<file path="src/rtl/instr_fetch_unit.sv">
// -----------------------------------------------------------------------------
// instr_fetch_unit
//
// Fetch stage feeding the control unit / decode. Owns the program counter,
// issues single-word reads to program memory over a req/ack handshake (one
// request outstanding, no prefetch) and presents each fetched word with its PC
// on a valid/ready interface. Redirects from execute discard wrong-path data.
//
// Ports:
//   clk, rst_n            system clock (rising edge), async active-low reset
//   redirect_valid/_pc    one-cycle redirect pulse and its target
//   imem_req/_addr        read request and word address to program memory
//   imem_ack/_rdata       read completion and instruction word
//   instr_valid/_ready    instruction handshake towards decode
//   instr, instr_pc       presented instruction and its PC
//   fetch_err             sticky: memory did not ack within TIMEOUT_CYCLES
//   misalign_err          sticky: misaligned redirect target trapped
//
// Build option FETCH_MISALIGN_TRAP_EN:
//   defined   - a redirect target with [1:0] != 0 sets misalign_err and parks
//               the unit in ERR (after draining any outstanding request).
//   undefined - redirect targets are forced word-aligned; misalign_err is 0.
// -----------------------------------------------------------------------------
module instr_fetch_unit #(
   parameter int                    ADDR_WIDTH     = 32,
   parameter logic [ADDR_WIDTH-1:0] RESET_PC       = '0,
   parameter int                    TIMEOUT_CYCLES = 16
) (
   input  logic                  clk,
   input  logic                  rst_n,
   input  logic                  redirect_valid,
   input  logic [ADDR_WIDTH-1:0] redirect_pc,
   output logic                  imem_req,
   output logic [ADDR_WIDTH-1:0] imem_addr,
   input  logic                  imem_ack,
   input  logic [31:0]           imem_rdata,
   output logic                  instr_valid,
   input  logic                  instr_ready,
   output logic [31:0]           instr,
   output logic [ADDR_WIDTH-1:0] instr_pc,
   output logic                  fetch_err,
   output logic                  misalign_err
);

   // state | meaning
   // ------+----------------------------------------------------------------
   // IDLE  | no request; one-cycle gap before issuing at pc
   // REQ   | request at pc outstanding, address held until ack
   // HOLD  | instruction presented, waiting for decode to take it
   // FLUSH | wrong-path request draining; pend_pc is the next fetch target
   // ERR   | timeout or misalign trap; only rst_n leaves this state
   typedef enum logic [2:0] {
      ST_IDLE  = 3'd0,
      ST_REQ   = 3'd1,
      ST_HOLD  = 3'd2,
      ST_FLUSH = 3'd3,
      ST_ERR   = 3'd4
   } state_t;

   localparam int                TMO_W    = $clog2(TIMEOUT_CYCLES + 1);
   localparam logic [TMO_W-1:0]  TMO_LOAD = TMO_W'(TIMEOUT_CYCLES);
   localparam logic [31:0]       NOP      = 32'h0000_0013;

   state_t                  state, state_nxt;
   logic [ADDR_WIDTH-1:0]   pc, pc_nxt;
   logic [ADDR_WIDTH-1:0]   pend_pc, pend_nxt;
   logic [31:0]             instr_q, instr_nxt;
   logic [ADDR_WIDTH-1:0]   instr_pc_q, instr_pc_nxt;
   logic                    valid_q, valid_nxt;
   logic                    req_q, req_nxt;
   logic                    fetch_err_q, fetch_err_nxt;
   logic                    misalign_q, misalign_nxt;
   logic                    trap_q, trap_nxt;
   logic [TMO_W-1:0]        tmo_cnt, tmo_nxt;
   logic                    tmo_tc;
   logic [ADDR_WIDTH-1:0]   redir_tgt;
   logic                    redir_bad;

`ifdef FETCH_MISALIGN_TRAP_EN
   assign redir_tgt = redirect_pc;
   assign redir_bad = redirect_valid & (redirect_pc[1:0] != 2'b00);
`else
   // Without the trap the low bits are simply dropped; the trap flops below
   // never set and reduce to constant 0.
   assign redir_tgt = redirect_pc & ~ADDR_WIDTH'(3);
   assign redir_bad = 1'b0;
`endif

   // Down-counter loaded on entry to REQ/FLUSH; reaching 1 on an unacked
   // cycle means this is the TIMEOUT_CYCLES-th cycle without ack.
   assign tmo_tc = (tmo_cnt == TMO_W'(1));

   always_ff @(posedge clk or negedge rst_n) begin
      if (!rst_n) begin
         state       <= ST_IDLE;
         pc          <= RESET_PC;
         pend_pc     <= RESET_PC;
         instr_q     <= NOP;
         instr_pc_q  <= '0;
         valid_q     <= 1'b0;
         req_q       <= 1'b0;
         fetch_err_q <= 1'b0;
         misalign_q  <= 1'b0;
         trap_q      <= 1'b0;
         tmo_cnt     <= '0;
      end else begin
         state       <= state_nxt;
         pc          <= pc_nxt;
         pend_pc     <= pend_nxt;
         instr_q     <= instr_nxt;
         instr_pc_q  <= instr_pc_nxt;
         valid_q     <= valid_nxt;
         req_q       <= req_nxt;
         fetch_err_q <= fetch_err_nxt;
         misalign_q  <= misalign_nxt;
         trap_q      <= trap_nxt;
         tmo_cnt     <= tmo_nxt;
      end
   end

   always_comb begin
      state_nxt     = state;
      pc_nxt        = pc;
      pend_nxt      = pend_pc;
      instr_nxt     = instr_q;
      instr_pc_nxt  = instr_pc_q;
      valid_nxt     = valid_q;
      fetch_err_nxt = fetch_err_q;
      misalign_nxt  = misalign_q;
      trap_nxt      = trap_q;
      req_nxt       = 1'b0;
      tmo_nxt       = '0;

      case (state)
         ST_IDLE: begin
            state_nxt = ST_REQ;
         end
         ST_REQ: begin
            if (imem_ack) begin
               if (redirect_valid) begin
                  pc_nxt       = redir_tgt;
                  misalign_nxt = misalign_q | redir_bad;
                  state_nxt    = redir_bad ? ST_ERR : ST_IDLE;
               end else begin
                  instr_nxt    = imem_rdata;
                  instr_pc_nxt = pc;
                  valid_nxt    = 1'b1;
                  pc_nxt       = pc + ADDR_WIDTH'(4);
                  state_nxt    = ST_HOLD;
               end
            end else if (tmo_tc) begin
               fetch_err_nxt = 1'b1;
               state_nxt     = ST_ERR;
            end else if (redirect_valid) begin
               pend_nxt     = redir_tgt;
               trap_nxt     = redir_bad;
               misalign_nxt = misalign_q | redir_bad;
               state_nxt    = ST_FLUSH;
            end
         end
         ST_FLUSH: begin
            if (imem_ack) begin
               // A redirect arriving with the ack is the newest target.
               misalign_nxt = misalign_q | redir_bad;
               if (trap_q || redir_bad) begin
                  state_nxt = ST_ERR;
               end else begin
                  pc_nxt    = redirect_valid ? redir_tgt : pend_pc;
                  state_nxt = ST_IDLE;
               end
            end else if (tmo_tc) begin
               fetch_err_nxt = 1'b1;
               state_nxt     = ST_ERR;
            end else if (redirect_valid) begin
               pend_nxt     = redir_tgt;
               trap_nxt     = trap_q | redir_bad;
               misalign_nxt = misalign_q | redir_bad;
            end
         end
         ST_HOLD: begin
            if (redirect_valid) begin
               valid_nxt = 1'b0;
               if (redir_bad) begin
                  misalign_nxt = 1'b1;
                  state_nxt    = ST_ERR;
               end else begin
                  pc_nxt    = redir_tgt;
                  state_nxt = ST_REQ;
               end
            end else if (instr_ready) begin
               valid_nxt = 1'b0;
               state_nxt = ST_REQ;
            end
         end
         ST_ERR: begin
            state_nxt = ST_ERR;
         end
         default: begin
            state_nxt = ST_IDLE;
         end
      endcase

      req_nxt = (state_nxt == ST_REQ) || (state_nxt == ST_FLUSH);

      // Only an unacked cycle can stay in REQ/FLUSH, so staying means count.
      if (req_nxt) begin
         if (state_nxt != state) begin
            tmo_nxt = TMO_LOAD;
         end else begin
            tmo_nxt = tmo_cnt - TMO_W'(1);
         end
      end
   end

   // pc is held stable for the whole of REQ/FLUSH, so it is the address.
   assign imem_req     = req_q;
   assign imem_addr    = pc;
   assign instr_valid  = valid_q;
   assign instr        = instr_q;
   assign instr_pc     = instr_pc_q;
   assign fetch_err    = fetch_err_q;
   assign misalign_err = misalign_q;

endmodule

</file>
<file path="config.mk">
export PLATFORM = sky130hd
export DESIGN_NAME = instr_fetch_unit
export DESIGN_NICKNAME = d
export VERILOG_FILES = /design/src/rtl/instr_fetch_unit.sv
export SDC_FILE = /design/constraint.sdc
export NUM_CORES = 1
export LEC_CHECK = 0
export CAP_MARGIN = 5
export CELL_PAD_IN_SITES_DETAIL_PLACEMENT = 1
export CELL_PAD_IN_SITES_GLOBAL_PLACEMENT = 1
export CORE_UTILIZATION = 33
export DETAILED_ROUTE_END_ITERATION = 16
export GPL_ROUTABILITY_DRIVEN = 0
export PLACE_DENSITY = 0.72
export SLEW_MARGIN = 15
export SYNTH_ARGS = -nofsm -noshare
export SYNTH_HDL_FRONTEND = slang
export SYNTH_SLANG_ARGS = --single-unit
export TNS_END_PERCENT = 10
</file>
<file path="constraint.sdc">
create_clock -name clk -period 1.8 [get_ports clk]
set_input_delay 0.36 -clock clk [delete_from_list [all_inputs] [get_ports clk]]
set_output_delay 0.36 -clock clk [all_outputs]
set_load 0.02 [all_outputs]
</file>
* Yosys cells after proc, flatten, opt, wreduce, memory -nomap -nowiden
Index checks and enable logic that the tools add are counted.
Operators by class: $add $sub $neg 2, equality and inequality tests 13, muxes and demuxes 22, bitwise operators 3, reductions and logical operators 10
Operator list (count):
- $mux W32 | 5
- $pmux W32 S3 | 1
- $add A32 B3 Y32 const B | 1
- $mux W3 | 7
- $pmux W3 S5 | 1
- $mux W5 | 2
- $eq A3 B2 Y1 const B | 3
- $reduce_and A3 Y1 | 3
- $ne A2 B2 Y1 const B | 4
- $reduce_and A4 Y1 | 2
- $eq A3 B1 Y1 const B | 2
- $eq A5 B1 Y1 const B | 1
- $sub A5 B1 Y5 const B | 1
- $mux W1 | 4
- $eq A3 B3 Y1 const B | 1
- $logic_not A3 Y1 | 1
- $ne A3 B3 Y1 | 1
- $ne A3 B3 Y1 const B | 1
- $not A1 Y1 | 3
- $reduce_bool A3 Y1 | 1
- $mux W2 | 1
- $pmux W1 S2 | 1
- $reduce_bool A2 Y1 | 1
- $reduce_or A2 Y1 | 1
- $logic_or A1 B1 Y1 | 1
Word-level totals: flip-flop bits (word level) 139, bits of input ports 69

* Logic depth before layout (Yosys ltp)
depth in word-level cells 7, gate-level depth with buffers 9, depth with buffers taken out 7

* Worst setup path after synthesis
No wires, ideal clock.
path kind flip-flop to flip-flop, from register pc[9] (netlist: imem_addr[9]), to register pc[30] (netlist: imem_addr[30]), library setup time 90 ps, data arrival time 1936 ps, required time 1710 ps, path slack -225 ps, stages on the path, launching flop included 7, clock period less this slack 2025 ps, path through dfrtp_1 > buf_4 > nand4_2 > nor4_4 > nand2_1 > or4b_1 > o2111ai_1
Between the ends: word-level cells in the longest chain between the ends 4
Ends and longest elaborated chain:
- from (decl) | RTL line 65 | logic [ADDR_WIDTH-1:0] pc, pc_nxt;
- from (signal assigned) | RTL line 108 | pc <= pc_nxt;
- $add A32 B3 Y32 | RTL line 148 | pc_nxt = pc + ADDR_WIDTH'(4);
- $mux W32 | RTL line 140 | if (redirect_valid) begin
- $mux W32 | RTL line 139 | if (imem_ack) begin
- $pmux W32 S3 | RTL line 134 | case (state)
Every way passes these cells. The select of a mux whose other input is x is not followed. A chain may end at the register's enable or synchronous reset.

* Final worst setup path
from register state[0], to register pc[29] (netlist: imem_addr[29])
Between the ends: word-level cells in the longest chain between the ends 3
Ends and longest elaborated chain:
- from (decl) | RTL line 64 | state_t state, state_nxt;
- from (signal assigned) | RTL line 107 | state <= state_nxt;
- $eq A3 B1 Y1 / $eq A3 B2 Y1 (equally long branches) | RTL line 134
- $ne A2 B2 Y1 (no source line) / $reduce_bool A3 Y1 (equally long branches)
- $reduce_and A4 Y1 (no source line)
Parallel ways exist; a longest one is shown, timed or not.

==> key figures <==
Clocking
  – Clock root cell: clkbuf_16
  – Inserted Clock Buffers: 17
  – CTS clk-pin slew, worst paths: 60 ps
  – CTS Sinks: 139
  – Number of H-tree levels: 4
  – Clock Latency Late Sink: 420 ps
  – Clock buffer depth: 2
  – CTS tree: done

Power
  – Sw frac: 0.400
  – Leakage power: 4.75 nW
  – Peak VDD IR: 817 uV
  – Clk pwr share: 0.191
  – Register share of total power: 0.304
  – Net switching power: 7.35 mW
  – Overall Power: 18.4 mW
  – Combinational share of power: 0.505
  – Cell Int Power: 11.0 mW
  – Pwr per Cell Area: 1820 nW/um^2

Job
  – # Max-Cap Violations: 0

Critical path
  – Worst R2R Setup Slack: -70 ps
  – Crit Path Class: reg -> reg
  – Nature of the critical path startpoint: register
  – FF-to-FF path depth: 5
  – Critical Path RT: 2150 ps
  – CP Max Fanout: 4
  – RR Startpoint: state[0]$_DFF_PN0_
  – Worst endpoint data arrival time: 2220 ps
  – Worst r2r dst: imem_addr[29]$_DFFE_PN0P_
  – CP endpoint kind: register

Synthesis
  – Post-Syn Area: 6470 um^2
  – YS warnings: 0
  – Net count after synthesis: 761
  – Mapped Cells: 689
  – Post-synth top area cell: dfrtp_1
  – Post-synth top flop: dfrtp_1
  – Post-synthesis sequential area ratio: 0.538
  – FFs w/ async S/R, synth: 1.00
  – Top cells by area, synth: dfrtp_1 (53%), nand2_1 (12%), mux2_2 (5.4%)
  – Area share of the largest cell type after synthesis: 0.526
  – Number of enable flip-flop cells after synthesis: 0
  – Register bit total from synthesis: 139
  – Distinct cells, synth: 64
  – Synth Area per Inst: 9.39 um^2

Floorplan
  – Die X: 142 um
  – IO Pins: 169
  – Initial Util: 0.341
  – Site Rows: 50
  – Die height: 142 um
  – Die area: 20200 um^2
  – Core area: 19000 um^2

Place
  – Input/output buffers: 165
  – Dpl cells: 1163
  – Dpl cell area: 9170 um^2
  – Post-DP HPWL: 16500 um

Worst hold path
  – HP Class: in -> async

Outcome
  – Failing checks: negative setup slack
  – Status: complete, but fails checks

Global route
  – First-pass GRT wire length: 37100 um
  – Initial antenna violation count: 0
  – Largest net degree at the start of global routing: 43
  – Tot GR Track Use: 0.240
  – Number of global-route vias before repair: 6807
  – Grt total ovfl: 0

STA
  – Clock skew: 6.29 ps
  – RSZ-0062 raised after global routing: yes
  – Final Hold Violating Endpoints: 0
  – Max frequency: 535 MHz
  – Worst setup margin: -68.2 ps
  – Min cycle time layout: 1870 ps
  – Max Slew Vio Count: 0
  – Final Cycle Share: 1.04
  – Final setup vio count: 2
  – Worst hold margin: 444 ps

Layout
  – Final Cell Area: 10100 um^2
  – Final std cells w/o fill: 1208
  – Number of antenna diodes: 0
  – Core Util, Final: 0.533
  – Fillers: 2122
  – FF+latch area: 3500 um^2
  – Multi-input gate area: 2950 um^2
  – Commonest non-fill, non-tap cell in the layout: nand2_1
  – Share of cells above drive strength 1: 0.232
  – Area grow syn2layout: 56.2%
  – Commonest non-fill, non-tap cells in the layout: nand2_1 (206), dfrtp_1 (125), clkdlybuf4s50_1 (119), buf_4 (79), dlygate4sd2_1 (34)
  – Final net count: 1007

Drt
  – ANT nets after route: 0
  – First-pass DRT Iterations: 6
  – Drc violations: 0
  – Vias per cell: 5.17
  – Routed vias: 6251
  – Routed wire length: 23700 um
  – 1st-iter DRT viols: 291
  – DR WL/cell: 19.6 um
## final cells by class
type / instances / share of cell area
sequential: 139 / 0.346
multi-input combinational: 494 / 0.292
timing repair buffer: 271 / 0.267
clock buffer: 21 / 0.0465
tap: 260 / 0.0322
clock inverter: 11 / 0.0116
inverter: 12 / 0.00445
## registers in the layout, indices dropped and copies added, names as in the netlist
signal	count
instr_pc	32
state	3
fetch_err	1
tmo_cnt	5
imem_addr	32
imem_req	1
instr	32
instr_valid	1
pend_pc	32
## power by group through the flow
stage	Clock (mW)	Combinational (mW)	Sequential, mW
finish	3.50	9.28	5.59
global route	3.70	9.95	5.76
CTS	3.56	8.79	5.60
detailed placement	0	8.88	5.61
global placement	0	8.55	5.51
floorplan	0	3.21	6.74
## metrics by stage
stage	worst slack, ps	TNS (ps)
after global routing	-149	-4620
after global placement	-460	-38660
after floorplan	-88.5	-975
after detailed placement	-508	-44790
final	-68.2	-114
after CTS	-91.2	-1880
## routing by layer
metal | GRT usage | share of wire | vias to the layer above
met1 | 0.291 | 0.41 | 3184
met4 | 0.105 | 0.024 | 0
met5 | 0 | 0 | -
met3 | 0.0360 | 0.039 | 39
met2 | 0.421 | 0.52 | 150
li1 | - | - | 2878
## critical path: stages (launching register included)
cell      delay (ps)
dfrtp_1          400
nand3b_1         200
a21o_4           250
or3_4            370
or4_1            500
nand4_1           80
## Yosys cell counts (3+ instances only)
cell type and count:
buf_2 4, xnor2_1 4, a22o_1 5, dfstp_2 3
and3_1 5, o31a_1 3, o221ai_1 4, nor2b_1 4
nor3_1 9, a41oi_1 3, nand2b_1 6, a21oi_1 30
mux2_2 31, or4_1 3, a22oi_1 5, nand2_1 215
inv_1 11, o22ai_1 14, nand4_1 7, a221oi_1 3
dfrtp_1 136, a21o_1 4, ha_1 3, and2_1 4
clkbuf_1 35, o21ai_0 36, nor2_1 27, a31oi_1 10
o22a_1 8, nand3_1 12
## kinds of logic after synthesis
group                    share of synthesized area
XOR/XNOR                                   0.00677
AO/OA/AOI/OAI                                0.146
other                                     0.000579
multiplexers                                0.0555
adder cells (fa/ha/maj)                    0.00580
flip-flops                                   0.538
AND/OR/NAND/NOR                              0.213
buffers and inverters                       0.0346
## worst max-delay path by stage
stage | startpoint | end | slack [ps] | cells past startpoint
2_1_floorplan | state[0]$_DFF_PN0_ | imem_addr[20]$_DFFE_PN0P_ | -90 | 7
3_3_place_gp | redirect_valid | imem_addr[30]$_DFFE_PN0P_ | -460 | 6
3_5_place_dp | redirect_valid | instr[20]$_DFFE_PN0P_ | -510 | 8
4_1_cts | imem_addr[3]$_DFFE_PN0P_ | imem_addr[29]$_DFFE_PN0P_ | -90 | 7
5_1_grt | imem_addr[3]$_DFFE_PN0P_ | imem_addr[29]$_DFFE_PN0P_ | -150 | 7
6_report | state[0]$_DFF_PN0_ | imem_addr[29]$_DFFE_PN0P_ | -70 | 5
## what timing repair did
item	4_1_cts	5_1_grt
hold buffers	1	0
gates resized for setup	48	58
endpoints found under the hold margin	37	0
buffers inserted	0	8
pin swaps	2	13
gates cloned	0	4
endpoints found under the setup margin	133	132
(Power assumes the default switching activity.)
